===== src/rtl/btb_pkg.sv =====
// Shared definitions for the BTB update/lookup controller.
//   BTB_ENTRIES / IDX_W : BTB geometry (16 entries, 4-bit index)
//   IDX_MSB / IDX_LSB   : PC bits that form the BTB index
//   CNT_W               : width of the FIFO occupancy count
//   btb_ctrl_state_t    : controller FSM states
//   upd_entry_t         : one queued BTB update (index + target)
package btb_pkg;

    localparam int unsigned BTB_ENTRIES = 16;
    localparam int unsigned IDX_W       = 4;
    localparam int unsigned IDX_LSB     = 2;
    localparam int unsigned IDX_MSB     = 5;
    localparam int unsigned CNT_W       = 4;

    typedef enum logic {
        StIdle  = 1'b0,
        StFlush = 1'b1
    } btb_ctrl_state_t;

    typedef struct packed {
        logic [IDX_W-1:0] idx;
        logic [31:0]      target;
    } upd_entry_t;

    function automatic logic [IDX_W-1:0] pc_index(input logic [31:0] pc);
        return pc[IDX_MSB:IDX_LSB];
    endfunction

endpackage


===== src/rtl/btb_ctrl_if.sv =====
// Bus bundle between fetch/execute/BTB array and btb_ctrl.
//   master : requester side (drives lookup, update and flush requests)
//   slave  : btb_ctrl side (drives grants, BTB strobes, status)
interface btb_ctrl_if;
    import btb_pkg::*;

    logic             lookup_req;
    logic [31:0]      lookup_pc;
    logic             lookup_grant;
    logic             upd_valid;
    logic [31:0]      upd_pc;
    logic [31:0]      upd_target;
    logic             upd_ready;
    logic             flush_req;
    logic             flush_busy;
    logic             btb_re;
    logic [IDX_W-1:0] btb_rindex;
    logic             btb_we;
    logic [IDX_W-1:0] btb_windex;
    logic [31:0]      btb_wdata;
    logic             btb_wvalid;
    logic [CNT_W-1:0] upd_count;

    modport master (
        output lookup_req, lookup_pc, upd_valid, upd_pc, upd_target, flush_req,
        input  lookup_grant, upd_ready, flush_busy, btb_re, btb_rindex, btb_we,
               btb_windex, btb_wdata, btb_wvalid, upd_count
    );

    modport slave (
        input  lookup_req, lookup_pc, upd_valid, upd_pc, upd_target, flush_req,
        output lookup_grant, upd_ready, flush_busy, btb_re, btb_rindex, btb_we,
               btb_windex, btb_wdata, btb_wvalid, upd_count
    );

endinterface


===== src/rtl/btb_upd_fifo.sv =====
// Pending-update FIFO for BTB writes.
//   clk, rst     : clock, synchronous active-high reset
//   clr_i        : discard all contents (takes priority over push/pop)
//   push_i       : enqueue push_data_i (ignored when full)
//   pop_i        : dequeue head (ignored when empty)
//   head_o       : oldest entry
//   full_o       : registered full flag
//   empty_o      : no entries
//   count_o      : occupancy, 0..Depth
module btb_upd_fifo
    import btb_pkg::*;
#(
    parameter int unsigned Depth = 4
) (
    input  logic             clk,
    input  logic             rst,
    input  logic             clr_i,
    input  logic             push_i,
    input  upd_entry_t       push_data_i,
    input  logic             pop_i,
    output upd_entry_t       head_o,
    output logic             full_o,
    output logic             empty_o,
    output logic [CNT_W-1:0] count_o
);

    localparam int unsigned PtrW = (Depth > 1) ? $clog2(Depth) : 1;

    upd_entry_t       mem_q [Depth];
    logic [PtrW-1:0]  wr_ptr_q, wr_ptr_d;
    logic [PtrW-1:0]  rd_ptr_q, rd_ptr_d;
    logic [CNT_W-1:0] count_q, count_d;
    logic             full_q, full_d;
    logic             do_push, do_pop;

    assign do_push = push_i & ~full_q & ~clr_i;
    assign do_pop  = pop_i & (count_q != '0) & ~clr_i;

    // Pointers wrap naturally (Depth is a power of two); occupancy is tracked
    // separately so full and empty never alias.
    always_comb begin
        wr_ptr_d = wr_ptr_q;
        rd_ptr_d = rd_ptr_q;
        count_d  = count_q;
        if (clr_i) begin
            wr_ptr_d = '0;
            rd_ptr_d = '0;
            count_d  = '0;
        end else begin
            if (do_push) wr_ptr_d = wr_ptr_q + PtrW'(1);
            if (do_pop)  rd_ptr_d = rd_ptr_q + PtrW'(1);
            case ({do_push, do_pop})
                2'b10:   count_d = count_q + CNT_W'(1);
                2'b01:   count_d = count_q - CNT_W'(1);
                default: count_d = count_q;
            endcase
        end
        // Registered so that a pop in a full cycle does not open upd_ready early.
        full_d = (count_d == CNT_W'(Depth));
    end

    always_ff @(posedge clk) begin
        if (rst) begin
            wr_ptr_q <= '0;
            rd_ptr_q <= '0;
            count_q  <= '0;
            full_q   <= 1'b0;
        end else begin
            wr_ptr_q <= wr_ptr_d;
            rd_ptr_q <= rd_ptr_d;
            count_q  <= count_d;
            full_q   <= full_d;
        end
    end

    always_ff @(posedge clk) begin
        if (do_push) mem_q[wr_ptr_q] <= push_data_i;
    end

    assign head_o  = mem_q[rd_ptr_q];
    assign full_o  = full_q;
    assign empty_o = (count_q == '0);
    assign count_o = count_q;

endmodule


===== src/rtl/btb_ctrl.sv =====
// BTB port controller: arbitrates the single BTB port between fetch lookups and
// queued branch updates, and sequences a 16-entry invalidating flush.
//   clk, rst : clock, synchronous active-high reset
//   bus_io   : lookup request/grant, update valid/ready, flush request/busy,
//              BTB read/write strobes, FIFO occupancy
module btb_ctrl
    import btb_pkg::*;
#(
    parameter int unsigned UPD_DEPTH    = 4,
    parameter int unsigned STARVE_LIMIT = 3
) (
    input logic       clk,
    input logic       rst,
    btb_ctrl_if.slave bus_io
);

    localparam int unsigned StarveW = (STARVE_LIMIT > 0) ? $clog2(STARVE_LIMIT + 1) : 1;
    localparam logic [StarveW-1:0] StarveMax = StarveW'(STARVE_LIMIT);
    localparam logic [IDX_W-1:0]   LastIdx   = IDX_W'(BTB_ENTRIES - 1);

    btb_ctrl_state_t  state_q, state_d;
    logic [IDX_W-1:0] flush_cnt_q, flush_cnt_d;
    logic [StarveW-1:0] starve_q, starve_d;

    logic             fifo_push, fifo_pop, fifo_clr;
    logic             fifo_full, fifo_empty;
    logic [CNT_W-1:0] fifo_count;
    upd_entry_t       fifo_head;
    upd_entry_t       fifo_in;

    logic             force_upd, upd_write;
    logic             grant, ready, busy;
    logic             we, wvalid;
    logic [IDX_W-1:0] windex;
    logic [31:0]      wdata;

    assign fifo_in.idx    = pc_index(bus_io.upd_pc);
    assign fifo_in.target = bus_io.upd_target;

    btb_upd_fifo #(
        .Depth (UPD_DEPTH)
    ) u_fifo (
        .clk         (clk),
        .rst         (rst),
        .clr_i       (fifo_clr),
        .push_i      (fifo_push),
        .push_data_i (fifo_in),
        .pop_i       (fifo_pop),
        .head_o      (fifo_head),
        .full_o      (fifo_full),
        .empty_o     (fifo_empty),
        .count_o     (fifo_count)
    );

    always_comb begin
        state_d     = state_q;
        flush_cnt_d = flush_cnt_q;
        starve_d    = starve_q;
        fifo_push   = 1'b0;
        fifo_pop    = 1'b0;
        fifo_clr    = 1'b0;
        force_upd   = 1'b0;
        upd_write   = 1'b0;
        grant       = 1'b0;
        ready       = 1'b0;
        busy        = 1'b0;
        we          = 1'b0;
        windex      = '0;
        wdata       = '0;
        wvalid      = 1'b0;
        // Outputs held quiet while reset is asserted so an aborted flush
        // issues no further writes.
        if (!rst) begin
            unique case (state_q)
                StIdle: begin
                    force_upd = !fifo_empty && (fifo_full || starve_q == StarveMax);
                    grant     = bus_io.lookup_req && !force_upd;
                    upd_write = !fifo_empty && !grant;
                    // A flush request in the same cycle refuses the update.
                    ready     = !fifo_full && !bus_io.flush_req;
                    fifo_push = bus_io.upd_valid && ready;
                    fifo_pop  = upd_write;
                    if (upd_write) begin
                        we     = 1'b1;
                        windex = fifo_head.idx;
                        wdata  = fifo_head.target;
                        wvalid = 1'b1;
                    end
                    if (upd_write || fifo_empty) begin
                        starve_d = '0;
                    end else if (starve_q != StarveMax) begin
                        starve_d = starve_q + StarveW'(1);
                    end
                    if (bus_io.flush_req) begin
                        state_d     = StFlush;
                        flush_cnt_d = '0;
                        starve_d    = '0;
                        fifo_clr    = 1'b1;
                    end
                end
                StFlush: begin
                    busy        = 1'b1;
                    we          = 1'b1;
                    windex      = flush_cnt_q;
                    flush_cnt_d = flush_cnt_q + IDX_W'(1);
                    if (flush_cnt_q == LastIdx) state_d = StIdle;
                end
                default: begin
                    state_d = StIdle;
                end
            endcase
        end
    end

    always_ff @(posedge clk) begin
        if (rst) begin
            state_q     <= StIdle;
            flush_cnt_q <= '0;
            starve_q    <= '0;
        end else begin
            state_q     <= state_d;
            flush_cnt_q <= flush_cnt_d;
            starve_q    <= starve_d;
        end
    end

    assign bus_io.lookup_grant = grant;
    assign bus_io.btb_re       = grant;
    assign bus_io.btb_rindex   = grant ? pc_index(bus_io.lookup_pc) : '0;
    assign bus_io.upd_ready    = ready;
    assign bus_io.flush_busy   = busy;
    assign bus_io.btb_we       = we;
    assign bus_io.btb_windex   = windex;
    assign bus_io.btb_wdata    = wdata;
    assign bus_io.btb_wvalid   = wvalid;
    assign bus_io.upd_count    = rst ? '0 : fifo_count;

    // Only the index bits of the PCs are meaningful to the BTB.
    logic unused_pc_bits;
    assign unused_pc_bits = ^{bus_io.lookup_pc[31:IDX_MSB+1], bus_io.lookup_pc[IDX_LSB-1:0],
                              bus_io.upd_pc[31:IDX_MSB+1], bus_io.upd_pc[IDX_LSB-1:0]};

endmodule


===== src/flat_wrapper.sv =====
// flat-port wrapper written by rule: the top's interface ports become plain ports
module btb_ctrl_flat import btb_pkg::*;
#(
    parameter int unsigned UPD_DEPTH    = 4,
    parameter int unsigned STARVE_LIMIT = 3
)
  (clk, rst, bus_io_lookup_req, bus_io_lookup_pc, bus_io_upd_valid, bus_io_upd_pc, bus_io_upd_target, bus_io_flush_req, bus_io_lookup_grant, bus_io_upd_ready, bus_io_flush_busy, bus_io_btb_re, bus_io_btb_rindex, bus_io_btb_we, bus_io_btb_windex, bus_io_btb_wdata, bus_io_btb_wvalid, bus_io_upd_count);
  btb_ctrl_if bus_io_i ();
  input logic clk;
  input logic rst;
  input wire logic [$bits(bus_io_i.lookup_req)-1:0] bus_io_lookup_req;
  input wire logic [$bits(bus_io_i.lookup_pc)-1:0] bus_io_lookup_pc;
  input wire logic [$bits(bus_io_i.upd_valid)-1:0] bus_io_upd_valid;
  input wire logic [$bits(bus_io_i.upd_pc)-1:0] bus_io_upd_pc;
  input wire logic [$bits(bus_io_i.upd_target)-1:0] bus_io_upd_target;
  input wire logic [$bits(bus_io_i.flush_req)-1:0] bus_io_flush_req;
  output wire logic [$bits(bus_io_i.lookup_grant)-1:0] bus_io_lookup_grant;
  output wire logic [$bits(bus_io_i.upd_ready)-1:0] bus_io_upd_ready;
  output wire logic [$bits(bus_io_i.flush_busy)-1:0] bus_io_flush_busy;
  output wire logic [$bits(bus_io_i.btb_re)-1:0] bus_io_btb_re;
  output wire logic [$bits(bus_io_i.btb_rindex)-1:0] bus_io_btb_rindex;
  output wire logic [$bits(bus_io_i.btb_we)-1:0] bus_io_btb_we;
  output wire logic [$bits(bus_io_i.btb_windex)-1:0] bus_io_btb_windex;
  output wire logic [$bits(bus_io_i.btb_wdata)-1:0] bus_io_btb_wdata;
  output wire logic [$bits(bus_io_i.btb_wvalid)-1:0] bus_io_btb_wvalid;
  output wire logic [$bits(bus_io_i.upd_count)-1:0] bus_io_upd_count;
  assign bus_io_i.lookup_req = bus_io_lookup_req;
  assign bus_io_i.lookup_pc = bus_io_lookup_pc;
  assign bus_io_i.upd_valid = bus_io_upd_valid;
  assign bus_io_i.upd_pc = bus_io_upd_pc;
  assign bus_io_i.upd_target = bus_io_upd_target;
  assign bus_io_i.flush_req = bus_io_flush_req;
  assign bus_io_lookup_grant = bus_io_i.lookup_grant;
  assign bus_io_upd_ready = bus_io_i.upd_ready;
  assign bus_io_flush_busy = bus_io_i.flush_busy;
  assign bus_io_btb_re = bus_io_i.btb_re;
  assign bus_io_btb_rindex = bus_io_i.btb_rindex;
  assign bus_io_btb_we = bus_io_i.btb_we;
  assign bus_io_btb_windex = bus_io_i.btb_windex;
  assign bus_io_btb_wdata = bus_io_i.btb_wdata;
  assign bus_io_btb_wvalid = bus_io_i.btb_wvalid;
  assign bus_io_upd_count = bus_io_i.upd_count;
  btb_ctrl #(.UPD_DEPTH(UPD_DEPTH), .STARVE_LIMIT(STARVE_LIMIT)) u_core (.clk(clk), .rst(rst), .bus_io(bus_io_i));
endmodule

===== config.mk =====
export PLATFORM = sky130hd
export DESIGN_NAME = btb_ctrl_flat
export DESIGN_NICKNAME = d
export VERILOG_FILES = /design/src/rtl/btb_pkg.sv /design/src/rtl/btb_ctrl_if.sv /design/src/rtl/btb_upd_fifo.sv /design/src/rtl/btb_ctrl.sv /design/src/flat_wrapper.sv
export SDC_FILE = /design/constraint.sdc
export NUM_CORES = 1
export LEC_CHECK = 0
export CELL_PAD_IN_SITES_DETAIL_PLACEMENT = 0
export CELL_PAD_IN_SITES_GLOBAL_PLACEMENT = 1
export CORE_MARGIN = 1.5
export CORE_UTILIZATION = 45
export CTS_CLUSTER_SIZE = 14
export DETAILED_ROUTE_END_ITERATION = 8
export PLACE_DENSITY_LB_ADDON = 0.1
export RECOVER_POWER = 25
export SLEW_MARGIN = 0
export SYNTH_ARGS = -nofsm -noshare
export SYNTH_HDL_FRONTEND = slang
export SYNTH_SLANG_ARGS = --single-unit

===== constraint.sdc =====
create_clock -name clk -period 6.1 [get_ports clk]
set_input_delay 1.83 -clock clk [delete_from_list [all_inputs] [get_ports clk]]
set_output_delay 1.83 -clock clk [all_outputs]
set_load 0.01 [all_outputs]

Word-level counts from Yosys, hierarchy flattened
Memories as Yosys holds them, arrays and structs flattened. A register that Yosys moved wholly into a read port is not among the register bits. Index checks and enable logic that the tools add are counted.

Logic and storage cells: 84. Memories: 1. Output and inout bits: 50. Bits in writable memories: 144. Register bits after elaboration: 16. Input port bits: 101.

Bitwise logic cells: 7. Reduce and logical (&&, ||, !) cells: 17. Eq/ne operators: 7. $add $sub $neg: 6. Mux-type cells: 39.

Memories: u_core.u_fifo.mem_q (depth 4, width 36, rd ports 1, clocked after memory_dff 1, wr ports 1, RTL line btb_upd_fifo.sv:29) `upd_entry_t mem_q [Depth];`.

Operators by type and width (count): $mux 32 (3); $mux 4 (6); $pmux 4 s2 (3); $mux 1 (20); $mux 2 (5); $add 4x1->4 const B (2); $add 2x1->2 const B (3); $logic_and 1x1->1 (5); $logic_not 1->1 (5); $and 1x1->1 (4); $eq 2x2->1 const B (2); $eq 4x3->1 const B (1); $eq 4x4->1 const B (1); $logic_not 4->1 (1); $ne 2x2->1 const B (2); $pmux 1 s2 (2); $reduce_bool 4->1 (1); $sub 4x1->4 const B (1); $not 1->1 (3); $reduce_bool 3->1 (1); $eq 2x1->1 const B (1); $logic_or 1x1->1 (2); $reduce_and 2->1 (1); $reduce_or 2->1 (1).

Depth between registers and ports, before layout
Depth after elaboration: 15. Gate-level depth with buffers: 12. Mapped depth without buffers: 11.

Hierarchy
A second synthesis with hierarchy kept.

Cells, all modules: 354. Area, all modules: 6547.5 sq um.

By module, submodules not included: btb_upd_fifo (area an instance 5811.8 sq um, times used 1, seq. area each 4544.4 sq um, cells an instance 260); btb_ctrl (area an instance 735.7 sq um, times used 1, seq. area each 140.1 sq um, cells an instance 94).

Worst setup path after synthesis
Ideal clock, no wire load.

Path type: input to output. Start point: input port bus_io_lookup_req. End point: output port bus_io_btb_wdata[10]. Path buffers: 1. Arrival: 2.873 ns. Required time: 4.270 ns. Setup slack: 1.397 ns. Stages on the path: 4. Path through: or3b_2 nand3_1 clkbuf_1 nor2b_1.

Word-level cells in the longest chain between the ends: 6.

Ends and longest elaborated chain: start, declared (RTL line flat_wrapper.sv:11) `input wire logic [$bits(bus_io_i.lookup_req)-1:0] bus_io_lookup_req;`; $logic_and 1x1->1 (RTL line btb_ctrl.sv:77) `grant = bus_io.lookup_req && !force_upd;`; $logic_not 1->1 (RTL line btb_ctrl.sv:78) `upd_write = !fifo_empty && !grant;`; $logic_and 1x1->1 (RTL line btb_ctrl.sv:78); $mux 32 (RTL line btb_ctrl.sv:83) `if (upd_write) begin`; $mux 32 (RTL line btb_ctrl.sv:74) `unique case (state_q)`; $mux 32 (RTL line btb_ctrl.sv:73) `if (!rst) begin`; end, declared (RTL line flat_wrapper.sv:24) `output wire logic [$bits(bus_io_i.btb_wdata)-1:0] bus_io_btb_wdata;`.

No other way between the ends.

Final worst setup path
Start point: input port bus_io_lookup_req. End point: output port bus_io_btb_windex[2].

Word-level cells in the longest chain between the ends: 6.

Ends and longest elaborated chain: $logic_and 1x1->1 (RTL line btb_ctrl.sv:77); $logic_not 1->1 (RTL line btb_ctrl.sv:78); $logic_and 1x1->1 (RTL line btb_ctrl.sv:78); $mux 4 (RTL line btb_ctrl.sv:83); $pmux 4 s2 (RTL line btb_ctrl.sv:74); $mux 4 (RTL line btb_ctrl.sv:73); end, declared (RTL line flat_wrapper.sv:23) `output wire logic [$bits(bus_io_i.btb_windex)-1:0] bus_io_btb_windex;`.

No other way between the ends.

==> impl_metrics.csv <==
group,metric,value,unit
yosys,syn_avg_cell_area,18.0,um2
yosys,ys_warn_count,0,
cells_and_area,num-nets-final,570,
clocking,htreeDepth,4,
floorplan,initial_core_util,46.4,%
placed_design,place.detailed.instances,622,
cells_and_area,layout-drive-gt1-share,16.3,%
power_and_ir_drop,vdd_drop_max,0.216,mV
detailed_routing,ant_nets,0,
clocking,cts_hold_buffers,0,
floorplan,rows,43,
status,outcome,"finished clean",
setup_path,path_max_fanout,12,
power_and_ir_drop,switching_power,435,uW
sta,slew_headroom,32.1,%
cells_and_area,fin_area,0.00825,mm2
placed_design,numPortBuffers,94,
yosys,syn_inst,361,
detailed_routing,drtIter0Drc,183,
yosys,ys_seq_elements,162,
floorplan,chipHeight,123,um
sta,slew_viol_final,0,
detailed_routing,drcViolationCount,0,
global_routing,met2_usage,27.3,%
floorplan,ios,151,
setup_path,cp-start-kind,"input port",
global_routing,grt_pass1_vias,3415,
cells_and_area,fillers,1086,
detailed_routing,via_per_inst,5.19,
clocking,clk_pin_slew,0.06,ns
global_routing,grt-ovfl-total,0,
clocking,post_cts_buffers,0,
detailed_routing,post_drt_wl_per_cell,17.9,um
placed_design,gp_congestion,0.733,
sta,fin_setup_tns,0,ns
sta,setup_viol,0,
placed_design,place_area,0.00765,mm2
setup_path,path_class,"in2out",
power_and_ir_drop,internal_power,1930,uW
clocking,cts_tree,"done",
floorplan,die_area,0.0152,mm2
clocking,cts_resized,0,
floorplan,core_area,0.0140,mm2
hold_path,hold_class,"reg2reg",
detailed_routing,vias,3397,
setup_path,rrSetupSlack,2.99,ns
sta,max_slew.worst_pin.slew,1.02,ns
yosys,synth-edff-count,144,
yosys,ys.flop_type,"edfxtp_1",
global_routing,grt_util_met3,4.98,%
power_and_ir_drop,switching_share,18.4,%
yosys,ys_seq_area_share,72.1,%
sta,hold_violations,0,
clocking,clockBufferDepth,2,
placed_design,hpwlAfterDp,6960,um
yosys,ys_types,36,
sta,finalCriticalPeriod,5.78,ns
global_routing,grt_pass1_wl,18500,um
sta,rsz0062_at_grt,"false",
floorplan,die_x,123,um
setup_path,worstPathArrival,3.95,ns
yosys,netlist_area,0.00650,mm2
clocking,root_buffer,"clkbuf_16",
clocking,cts.sinks,162,
yosys,synthArstFlopShare,0,%
power_and_ir_drop,leakagePower,0.00265,uW
power_and_ir_drop,clkPwrFrac,45.1,%
sta,fin_skew,0.00512,ns
cells_and_area,syn_to_final_growth,26.9,%
global_routing,grt_use_total,17.1,%
sta,fin_crit_sh,94.8,%
global_routing,grtUsageMet1,22.2,%
sta,max_freq,173,MHz
clocking,clock_latency,0.42,ns
setup_path,crit_required,4.27,ns
detailed_routing,drt-total-wl,11700,um
yosys,synthesis.nets,470,
global_routing,antenna_found_initial,1,
power_and_ir_drop,combPwrFrac,3.3,%
run,drv_cap,0,
global_routing,grt_start_max_net_pins,37,
clocking,numCtsBuffers,17,
cells_and_area,fin_cells,654,
detailed_routing,firstDrtPassIters,4,
power_and_ir_drop,power.density,287,mW/mm2
global_routing,grt_busiest_layer,"met2",
power_and_ir_drop,power_frac_seq,51.5,%
setup_path,cp-end-kind,"primary output",
## power groups by stage
stage / Clock, uW / Sequential [uW] / Combinational (uW)
finish: 1070 / 1220 / 78.9
floorplan: 0 / 1240 / 30.2
detailed placement: 0 / 1240 / 82.8
global placement: 0 / 1240 / 80.7
global route: 1130 / 1220 / 86.7
CTS: 1090 / 1220 / 83.1
## cells in the mapped netlist (5+ instances only)
cell      number  area, um2
edfxtp_1     144       4320
mux4_2        36        811
nor2b_1       36        225
nor2_1        23       86.3
dfxtp_1       18        360
clkbuf_1      12       45.0
nand2_1        9       33.8
a21oi_1        8       40.0
ha_1           8        100
inv_1          8       30.0
a22o_1         5       43.8
and2_1         5       31.3
and3_1         5       31.3
## per-stage QoR
step / hold slack [ns] / total power (uW) / util [%] / worst slack (ns)
after floorplan: 0.440 / 1270 / - / 1.40
after global placement: 0.447 / 1320 / 54.7 / 0.310
after detailed placement: 0.463 / 1330 / 54.7 / 0.310
after CTS: 0.471 / 2390 / 58.9 / 0.294
after global routing: 0.488 / 2440 / 58.9 / 0.162
final: 0.473 / 2370 / 58.9 / 0.320
## path summary, 6_finish.rpt
check,from,endpoint,cells after the start
max,bus_io_lookup_req,bus_io_btb_windex[2],6
min,u_core.starve_q[1]$_SDFFE_PP0P_,u_core.starve_q[1]$_SDFFE_PP0P_,2
max reg2reg,u_core.u_fifo.count_o[0]$_SDFF_PP0_,u_core.u_fifo.full_o$_SDFF_PP0_,9
min reg2reg,u_core.starve_q[1]$_SDFFE_PP0P_,u_core.starve_q[1]$_SDFFE_PP0P_,2
## cells in the final DEF, fill, tap and decap left out, types with 4 or more instances in the layout
master and count:
dlygate4sd3_1 23, ha_1 8, xor2_1 4, clkinv_1 6, nand2_1 9, bufinv_16 4
and3_2 4, a21oi_1 8, nor2b_1 36, edfxtp_1 144, dfxtp_1 16, nor2_1 23
clkbuf_16 17, a22o_1 5, and2_1 5, mux4_2 36, inv_1 8, clkdlybuf4s50_1 71
buf_4 5
## flip-flops by register name (all words and copies together), names as in the netlist, named ones only
name                    count
u_core.starve_q             2
u_core.u_fifo.full_o        1
u_core.u_fifo.wr_ptr_q      2
u_core.u_fifo.count_o       4
u_core.flush_cnt_q          4
u_core.u_fifo.rd_ptr_q      2
u_core.state_q              1
u_core.u_fifo.mem_q       144
## kinds of logic after synthesis
group                      count (synthesis)  share of synthesized area [%]
and+or+nand+nor                           93                           7.82
AOI/OAI and AO/OA                         25                           2.70
buffers and inverters                     27                           1.81
adders and majority gates                  8                           1.54
muxes                                     39                           13.1
xor gates and xnor gates                   7                          0.944
DFF                                      162                           72.1
## critical path, stage by stage
cell,delay (ns)
clkdlybuf4s50_1,0.48
or3b_2,0.49
nand3_2,0.28
inv_1,0.16
a22o_1,0.24
clkdlybuf4s50_1,0.47
## routing by layer
metal / vias up / wire length, um
met5: - / 0
met4: 0 / 179
met3: 14 / 587
met2: 84 / 5780
met1: 1690 / 5180
li1: 1609 / -
## layout make-up
type                    count  area, um2  area share (%)
flip-flops and latches    162       4690            56.8
multi-input cells         172       1710            20.7
repair buffers            100        998            12.1
clock buffers              18        429            5.20
well taps                 180        225            2.73
clock inverters            13        168            2.03
inverters                   8       30.0           0.364
diodes                      1       2.50          0.0303
Power figures use the tool's default switching activity.
